===== config.mk =====
export PLATFORM = sky130hd
export DESIGN_NAME = slot_config_seq_flat
export DESIGN_NICKNAME = d
export VERILOG_FILES = /design/src/rtl/slot_config_seq_if.sv /design/src/rtl/slot_config_seq.sv /design/src/flat_wrapper.sv
export SDC_FILE = /design/constraint.sdc
export NUM_CORES = 1
export LEC_CHECK = 0
export CORE_ASPECT_RATIO = 1.4
export CORE_MARGIN = 8
export CORE_UTILIZATION = 45
export CTS_CLUSTER_DIAMETER = 50
export DETAILED_ROUTE_END_ITERATION = 8
export PLACE_DENSITY = 0.76
export RECOVER_POWER = 50
export SKIP_CTS_REPAIR_TIMING = 1
export SYNTH_ARGS = -nofsm -noshare
export SYNTH_HDL_FRONTEND = slang
export SYNTH_SLANG_ARGS = --single-unit

===== constraint.sdc =====
create_clock -name clk_logic -period 1.9 [get_ports clk_logic]
set_input_delay 0.285 -clock clk_logic [delete_from_list [all_inputs] [get_ports clk_logic]]
set_output_delay 0.285 -clock clk_logic [all_outputs]
set_load 0.1 [all_outputs]

===== src/rtl/slot_config_seq_if.sv =====
// Slotmaker configuration port: the sequencer drives it through the master
// modport and the slotmaker receives it through the slave modport.
interface slot_config_seq_if;
  logic [2:0] cfg_slot_o;
  logic       cfg_wr_o;
  logic [7:0] cfg_card_o;
  logic       cfg_reconfig_o;

  modport master (
    output cfg_slot_o,
    output cfg_wr_o,
    output cfg_card_o,
    output cfg_reconfig_o
  );

  modport slave (
    input cfg_slot_o,
    input cfg_wr_o,
    input cfg_card_o,
    input cfg_reconfig_o
  );
endinterface


===== src/rtl/slot_config_seq.sv =====
// Programs the slotmaker card-to-slot map after reset, after a debounced change
// of the alternate-map switch, and on request; all outputs are registered.
module slot_config_seq #(
  parameter logic [63:0] SLOT_MAP_PRI    = 64'h01000002_00000300,
  parameter logic [63:0] SLOT_MAP_ALT    = 64'h02000000_01000300,
  parameter int unsigned DEBOUNCE_CYCLES = 54_000,
  parameter int unsigned RECONFIG_HOLD   = 16
) (
  input  logic                      clk_logic,
  input  logic                      device_reset_n,
  input  logic                      alt_map_i,
  input  logic                      req_i,
  slot_config_seq_if.master         cfg,
  output logic                      busy_o,
  output logic                      done_o,
  output logic                      map_sel_o
);

  localparam int unsigned DEB_W  = $clog2(DEBOUNCE_CYCLES) + 1;
  localparam int unsigned HOLD_W = (RECONFIG_HOLD > 1) ? $clog2(RECONFIG_HOLD) : 1;
  localparam logic [DEB_W-1:0]  DEB_LAST  = DEB_W'(DEBOUNCE_CYCLES - 1);
  localparam logic [HOLD_W-1:0] HOLD_LAST = HOLD_W'(RECONFIG_HOLD - 1);

  typedef enum logic [2:0] {
    ST_LOAD,
    ST_WRITE,
    ST_COMMIT,
    ST_HOLD,
    ST_IDLE
  } state_t;

  // ---------------------------------------------------------------------------
  // Switch debounce: runs in every state, emits a one-cycle change event.
  // ---------------------------------------------------------------------------
  logic [DEB_W-1:0] deb_cnt;
  logic             alt_stable;
  logic             differ;
  logic             chg;

  assign differ = (alt_map_i != alt_stable);
  assign chg    = differ && (deb_cnt == DEB_LAST);

  // NOTE: sequential state uses non-blocking assignments so every register
  // samples the pre-edge values of the others, independent of block order.
  always_ff @(posedge clk_logic) begin
    if (!device_reset_n) begin
      deb_cnt    <= '0;
      alt_stable <= 1'b0;
    end else if (!differ) begin
      deb_cnt    <= '0;
    end else if (chg) begin
      alt_stable <= alt_map_i;
      deb_cnt    <= '0;
    end else begin
      deb_cnt    <= deb_cnt + 1'b1;
    end
  end

  // ---------------------------------------------------------------------------
  // Sequencer. Each edge performs the action of the current state and
  // registers its outputs, so outputs trail the state register by one cycle.
  // ---------------------------------------------------------------------------
  state_t            state_q, state_d;
  logic [2:0]        idx_q, idx_d;
  logic [HOLD_W-1:0] hold_q, hold_d;
  logic [63:0]       map_q, map_d;
  logic              pending_q, pending_d;
  logic [2:0]        slot_q, slot_d;
  logic [7:0]        card_q, card_d;
  logic              wr_q, wr_d;
  logic              reconfig_q, reconfig_d;
  logic              busy_q, busy_d;
  logic              done_q, done_d;
  logic              sel_q, sel_d;
  logic              trigger;

  assign trigger = req_i || chg;

  // NOTE: every variable gets a default before the case statement, so no path
  // leaves one unassigned and no latch can be inferred.
  always_comb begin
    state_d    = state_q;
    idx_d      = idx_q;
    hold_d     = hold_q;
    map_d      = map_q;
    pending_d  = pending_q || trigger;
    slot_d     = slot_q;
    card_d     = card_q;
    wr_d       = 1'b0;
    reconfig_d = 1'b0;
    busy_d     = 1'b0;
    done_d     = done_q;
    sel_d      = sel_q;

    unique case (state_q)
      ST_LOAD: begin
        busy_d    = 1'b1;
        map_d     = alt_stable ? SLOT_MAP_ALT : SLOT_MAP_PRI;
        sel_d     = alt_stable;
        pending_d = trigger;  // a request arriving in LOAD still earns a rerun
        idx_d     = 3'd0;
        state_d   = ST_WRITE;
      end
      ST_WRITE: begin
        busy_d = 1'b1;
        wr_d   = 1'b1;
        slot_d = idx_q;
        card_d = map_q[{idx_q, 3'b000} +: 8];  // byte n is the card for slot n
        idx_d  = idx_q + 3'd1;
        if (idx_q == 3'd7) begin
          state_d = ST_COMMIT;
        end
      end
      ST_COMMIT: begin
        busy_d     = 1'b1;
        reconfig_d = 1'b1;
        hold_d     = '0;
        state_d    = ST_HOLD;
      end
      ST_HOLD: begin
        busy_d = 1'b1;
        if (hold_q == HOLD_LAST) begin
          state_d = ST_IDLE;
        end else begin
          hold_d = hold_q + 1'b1;
        end
      end
      ST_IDLE: begin
        done_d = 1'b1;
        if (pending_q || trigger) begin
          pending_d = 1'b0;
          state_d   = ST_LOAD;
        end
      end
      default: begin
        state_d = ST_LOAD;
      end
    endcase
  end

  // NOTE: the map snapshot and slot/card holding registers are reset along with
  // the control state so the outputs are fully defined straight out of reset.
  always_ff @(posedge clk_logic) begin
    if (!device_reset_n) begin
      state_q    <= ST_LOAD;
      idx_q      <= '0;
      hold_q     <= '0;
      map_q      <= '0;
      pending_q  <= 1'b0;
      slot_q     <= '0;
      card_q     <= '0;
      wr_q       <= 1'b0;
      reconfig_q <= 1'b0;
      busy_q     <= 1'b0;
      done_q     <= 1'b0;
      sel_q      <= 1'b0;
    end else begin
      state_q    <= state_d;
      idx_q      <= idx_d;
      hold_q     <= hold_d;
      map_q      <= map_d;
      pending_q  <= pending_d;
      slot_q     <= slot_d;
      card_q     <= card_d;
      wr_q       <= wr_d;
      reconfig_q <= reconfig_d;
      busy_q     <= busy_d;
      done_q     <= done_d;
      sel_q      <= sel_d;
    end
  end

  assign cfg.cfg_slot_o     = slot_q;
  assign cfg.cfg_wr_o       = wr_q;
  assign cfg.cfg_card_o     = card_q;
  assign cfg.cfg_reconfig_o = reconfig_q;
  assign busy_o             = busy_q;
  assign done_o             = done_q;
  assign map_sel_o          = sel_q;

endmodule


===== src/flat_wrapper.sv =====
// flat-port wrapper written by rule: the top's interface ports become plain ports
module slot_config_seq_flat 
#(
  parameter logic [63:0] SLOT_MAP_PRI    = 64'h01000002_00000300,
  parameter logic [63:0] SLOT_MAP_ALT    = 64'h02000000_01000300,
  parameter int unsigned DEBOUNCE_CYCLES = 54_000,
  parameter int unsigned RECONFIG_HOLD   = 16
)
  (clk_logic, device_reset_n, alt_map_i, req_i, busy_o, done_o, map_sel_o, cfg_cfg_slot_o, cfg_cfg_wr_o, cfg_cfg_card_o, cfg_cfg_reconfig_o);
  slot_config_seq_if cfg_i ();
  input  logic clk_logic;
  input  logic device_reset_n;
  input  logic alt_map_i;
  input  logic req_i;
  output logic busy_o;
  output logic done_o;
  output logic map_sel_o;
  output wire logic [$bits(cfg_i.cfg_slot_o)-1:0] cfg_cfg_slot_o;
  output wire logic [$bits(cfg_i.cfg_wr_o)-1:0] cfg_cfg_wr_o;
  output wire logic [$bits(cfg_i.cfg_card_o)-1:0] cfg_cfg_card_o;
  output wire logic [$bits(cfg_i.cfg_reconfig_o)-1:0] cfg_cfg_reconfig_o;
  assign cfg_cfg_slot_o = cfg_i.cfg_slot_o;
  assign cfg_cfg_wr_o = cfg_i.cfg_wr_o;
  assign cfg_cfg_card_o = cfg_i.cfg_card_o;
  assign cfg_cfg_reconfig_o = cfg_i.cfg_reconfig_o;
  slot_config_seq #(.SLOT_MAP_PRI(SLOT_MAP_PRI), .SLOT_MAP_ALT(SLOT_MAP_ALT), .DEBOUNCE_CYCLES(DEBOUNCE_CYCLES), .RECONFIG_HOLD(RECONFIG_HOLD)) u_core (.clk_logic(clk_logic), .device_reset_n(device_reset_n), .alt_map_i(alt_map_i), .req_i(req_i), .cfg(cfg_i), .busy_o(busy_o), .done_o(done_o), .map_sel_o(map_sel_o));
endmodule

# Word-level counts from Yosys, hierarchy flattened
# Index checks and enable logic that the tools add are counted.
# W data, S select, Z words.
# word_totals
ff_bits	109
word_cells	55
input_bits	4
output_inout_bits	16
# classes
shift	1
bitwise_logic	2
muxes	12
n_reduce_logical	11
addsub	3
n_eq_ne	12
# ops
op	n
$shiftx A64 B7 Y8	1
$mux W58	1
$add A17 B1 Y17 const B	1
$eq A17 B16 Y1 const B	1
$pmux W3 S5	1
$mux W3	3
$pmux W4 S2	1
$eq A3 B2 Y1 const B	2
$eq A3 B3 Y1 const B	2
$ne A2 B1 Y1 const B	3
$pmux W3 S2	1
$add A4 B1 Y4 const B	1
$eq A4 B4 Y1 const B	1
$mux W4	1
$reduce_and A2 Y1	2
$reduce_bool A2 Y1	2
$reduce_or A4 Y1	1
$add A3 B1 Y3 const B	1
$eq A3 B1 Y1 const B	1
$logic_not A3 Y1	1
$mux W1	3
$reduce_and A3 Y1	1
$reduce_or A3 Y1	1
$logic_or A1 B1 Y1	2
other kinds (5)	6

# Longest topological paths before layout
# logic_depth
ltp_word	6
mapped_depth	7
depth_no_buf	6

# Worst setup path after synthesis
# OpenSTA, ideal clock, no wires.
# synth_path
kind	reg-to-reg
from	register u_core.map_q[24]
to	register u_core.card_q[0], in the netlist u_core.cfg.cfg_card_o[0]
slack_ns	0.397
path_buffers	0
period_less_slack_ns	1.503
path_stages_with_launch	5
required_time_ns	1.828
arrival_time_ns	1.431
setup_time_ns	0.072
path_cell_list	dfxtp_1 > mux2i_1 > nand2_1 > o2111ai_1 > a21oi_1
# synth_between
elab_chain_cells	1
# synth_lines
element	line	source
start: declaration	slot_config_seq.sv:66	logic [63:0] map_q, map_d;
start signal: assignment	slot_config_seq.sv:161	map_q <= map_d;
$shiftx A64 B7 Y8	slot_config_seq.sv:108	card_d = map_q[{idx_q, 3'b000} +: 8];
end signal: assignment	slot_config_seq.sv:164	card_q <= card_d;
end: declaration	slot_config_seq.sv:69	logic [7:0] card_q, card_d;
# Every way passes these cells.
# A chain may end at the register's enable or synchronous reset.

# Final worst setup path
# layout_path
from	register u_core.deb_cnt[0]
to	register u_core.deb_cnt[6]
# layout_between
elab_chain_cells	3
elab_cells_between_ends	4
classes_between	add/sub (1); eq/ne (1); reduce/logical (2)
# layout_lines
element	line	source
start: declaration	slot_config_seq.sv:35	logic [DEB_W-1:0] deb_cnt;
start signal: assignment	slot_config_seq.sv:55	deb_cnt <= deb_cnt + 1'b1;
parallel branches: the longest is 3 deep, another holds $add A17 B1 Y17	-	
# Several ways; the timed one is not identified.

==> results.json <==
{
  "status": "finished, final reports clean",
  "syn-cell-area_um2": 1852,
  "vias": 1382,
  "nets": 223,
  "clk_latency_ns": 0.29,
  "setup_viol": 0,
  "rsz0062_at_grt": "no",
  "dieArea_um2": 6453,
  "netlist.area_leader.share_pct": 44.32,
  "post-route-drc-count": 0,
  "ys_top_cells_by_area": "dfxtp_1 (44%), xor2_1 (5.7%), nor2_1 (4.7%)",
  "antenna_found_initial": 0,
  "core_area_um2": 3953,
  "ys.flop_type": "dfxtp_1",
  "path_delay_family": "simple AND/OR/NAND/NOR gates",
  "grt_pass1_wl_mm": 5.623,
  "numCtsBuffers": 5,
  "ys_warn_count": 0,
  "cp-end-kind": "flip-flop",
  "die_x_um": 70.22,
  "num_antenna_cells": 0,
  "cp_slowest_cell": "dfxtp_1",
  "cts_buffer_depth": 2,
  "ys_types": 44,
  "critical_path_class": "reg2reg",
  "drive_gt1_share_pct": 11.57,
  "dpl.hpwl_mm": 2.299,
  "power.density_nw_per_um2": 783.0,
  "reg2reg_from": "u_core.deb_cnt[0]$_SDFF_PP0_",
  "path_cells": "ha_1 -> and4_1 -> nand4_2 -> nand3b_4 -> nor2_1",
  "num_rows": 27,
  "ys_seq_elements": 41,
  "drt_iter0_markers": 80,
  "layout_setup_ws_ns": 0.3066,
  "place_inst": 251,
  "grt-ovfl-total": 0,
  "p_leak_uw": 0.0008194,
  "clock-sinks": 41,
  "die_h_um": 91.90,
  "hold_viol": 0,
  "cts_root_buf": "clkbuf_8",
  "async_flop_share_pct": 0,
  "pre_cts_ws_ns": 0.3001,
  "instances_no_fill": 259,
  "tightestPinTransition_ns": 0.6020,
  "initial_core_util_pct": 46.85,
  "start_kind": "flip-flop",
  "htree_levels": 2,
  "synth-edff-count": 0,
  "gp_congestion": 0.8098,
  "critPathLaunch": "u_core.deb_cnt[0]$_SDFF_PP0_",
  "grt_max_degree": 18,
  "area_delta_synth_final_pct": 8.851,
  "worstHoldStart": "u_core.cfg.cfg_slot_o[2]$_SDFFE_PN0P_",
  "max_freq_mhz": 627.6,
  "cts_tree": "done",
  "synth_top_area_cell": "dfxtp_1",
  "required_ns": 2.07,
  "min_period_over_period_pct": 83.87,
  "syn_inst": 199,
  "ant_nets": 0,
  "io_buffers": 13,
  "crit_cells": 5,
  "relSlewSlack_pct": 59.86,
  "critPathBufInv": 0,
  "slowest_delay_ns": 0.36,
  "viasPerCell": 5.336,
  "drt_pass1_iterations": 4,
  "hold_slack_ns": 0.4539,
  "track_usage_pct": 10.35,
  "drv_slew": 0,
  "grt_pass1_vias": 1298,
  "clkSlewWorstSetupHoldPaths_ns": 0.08,
  "fin_skew_ns": 0.009470,
  "routedWlPerCell_um": 12.21,
  "min_path_type": "reg2reg",
  "ios": 20,
  "cp.arrival_ns": 1.76,
  "period_minus_slack_ns": 1.593,
  "drt-total-wl_mm": 3.162,
  "setup_total_negative_slack_ns": 0,
  "crit_path_max_fanout": 17,
  "avgSynthCellArea_um2": 9.305,
  "ys_seq_area_share_pct": 44.32,
  "ir_worst_vdd_v": 0.0005653,
  "maxCapViolations": 0,
  "rr_worst_depth": 5,
  "whs_path_depth": 2
}
-- flip-flops by register name (all words and copies together) (netlist names) --
register	flops
u_core.alt_stable	1
u_core.busy_o	1
u_core.cfg.cfg_card_o	2
u_core.cfg.cfg_reconfig_o	1
u_core.cfg.cfg_slot_o	3
u_core.cfg.cfg_wr_o	1
u_core.deb_cnt	17
u_core.done_o	1
u_core.hold_q	4
u_core.idx_q	3
u_core.map_q	3
u_core.pending_q	1
u_core.state_q	3
-- worst reg2reg max path: cells and delay by family (launching register included) --
kind / cells / cell delay, ns
flops: 1 / 0.36
fa+ha+maj: 1 / 0.23
simple gates: 4 / 0.89
-- cells by family after synthesis --
kind of cell	Yosys count	synth area share [%]
muxes	6	3.311
AOI/OAI and AO/OA	29	9.865
DFF	41	44.32
and+or+nand+nor	87	26.82
xor gates and xnor gates	15	7.095
adders and majority gates	4	2.703
buffers and inverters	16	5.675
other	1	0.2025
-- placed cells by master, fill, tap and decap left out, types with 6 or more instances in the layout --
| master | n |
|---|---|
| a21oi_1 | 11 |
| dfxtp_1 | 41 |
| nand4_1 | 7 |
| nor2b_1 | 6 |
| nor2_1 | 23 |
| nand3_1 | 9 |
| nand2_1 | 16 |
| xor2_1 | 12 |
| clkbuf_2 | 10 |
| conb_1 | 6 |
-- cell usage after synthesis (3+ instances only) --
cell,instances
buf_4,7
xor2_1,12
ha_1,4
nand2_1,16
nor2_1,23
and4_1,4
and3_1,5
mux2i_1,5
dfxtp_1,41
clkbuf_1,3
xnor2_1,3
nor3b_1,3
nor2b_1,6
a21oi_1,11
nand3_1,9
nand4_1,7
inv_1,3
o21ai_0,5
-- through the flow --
stage / util, % / total power, uW / cell area, um2
global placement: 49.64 / 1065 / 1962
detailed placement: 49.64 / 1066 / 1962
finish: 51.00 / 1578 / 2016
global route: 51.00 / 1641 / 2016
CTS: 51.73 / 1598 / 2044
floorplan: - / 1048 / 1871
-- cell type report --
type / instances / area (um2)
Multi-Input combinational cell: 147 / 944.7
Inverter: 4 / 15.01
Timing Repair Buffer: 16 / 98.84
Sequential cell: 41 / 820.8
Clock buffer: 6 / 72.57
Tap cell: 43 / 53.80
Fill cell: 378 / 1937
Clock inverter: 2 / 10.01
-- power breakdown --
| group | switching, uW | internal, uW |
|---|---|---|
| Clock | 283 | 255 |
| Sequential | 11.4 | 874 |
| Combinational | 125 | 30.4 |
| Total | 420 | 1160 |
-- per-layer routing --
layer  up-vias  global-route usage [%]  wire length, um
met2        17                   18.26             1600
met4         0                   4.034               42
met3         5                   3.236               96
met5         -                       0                0
met1       647                   11.18             1423
li1        713                       -                -
-- final timing paths --
| check | end | slack [ns] |
|---|---|---|
| worst min register to register | u_core.cfg.cfg_slot_o[2]$_SDFFE_PN0P_ | 0.45 |
| worst max register to register | u_core.deb_cnt[6]$_SDFF_PP0_ | 0.31 |
| worst min-delay path | u_core.cfg.cfg_slot_o[2]$_SDFFE_PN0P_ | 0.45 |
| worst max-delay path | u_core.deb_cnt[6]$_SDFF_PP0_ | 0.31 |
No activity file was read; power rests on OpenSTA's default activity.
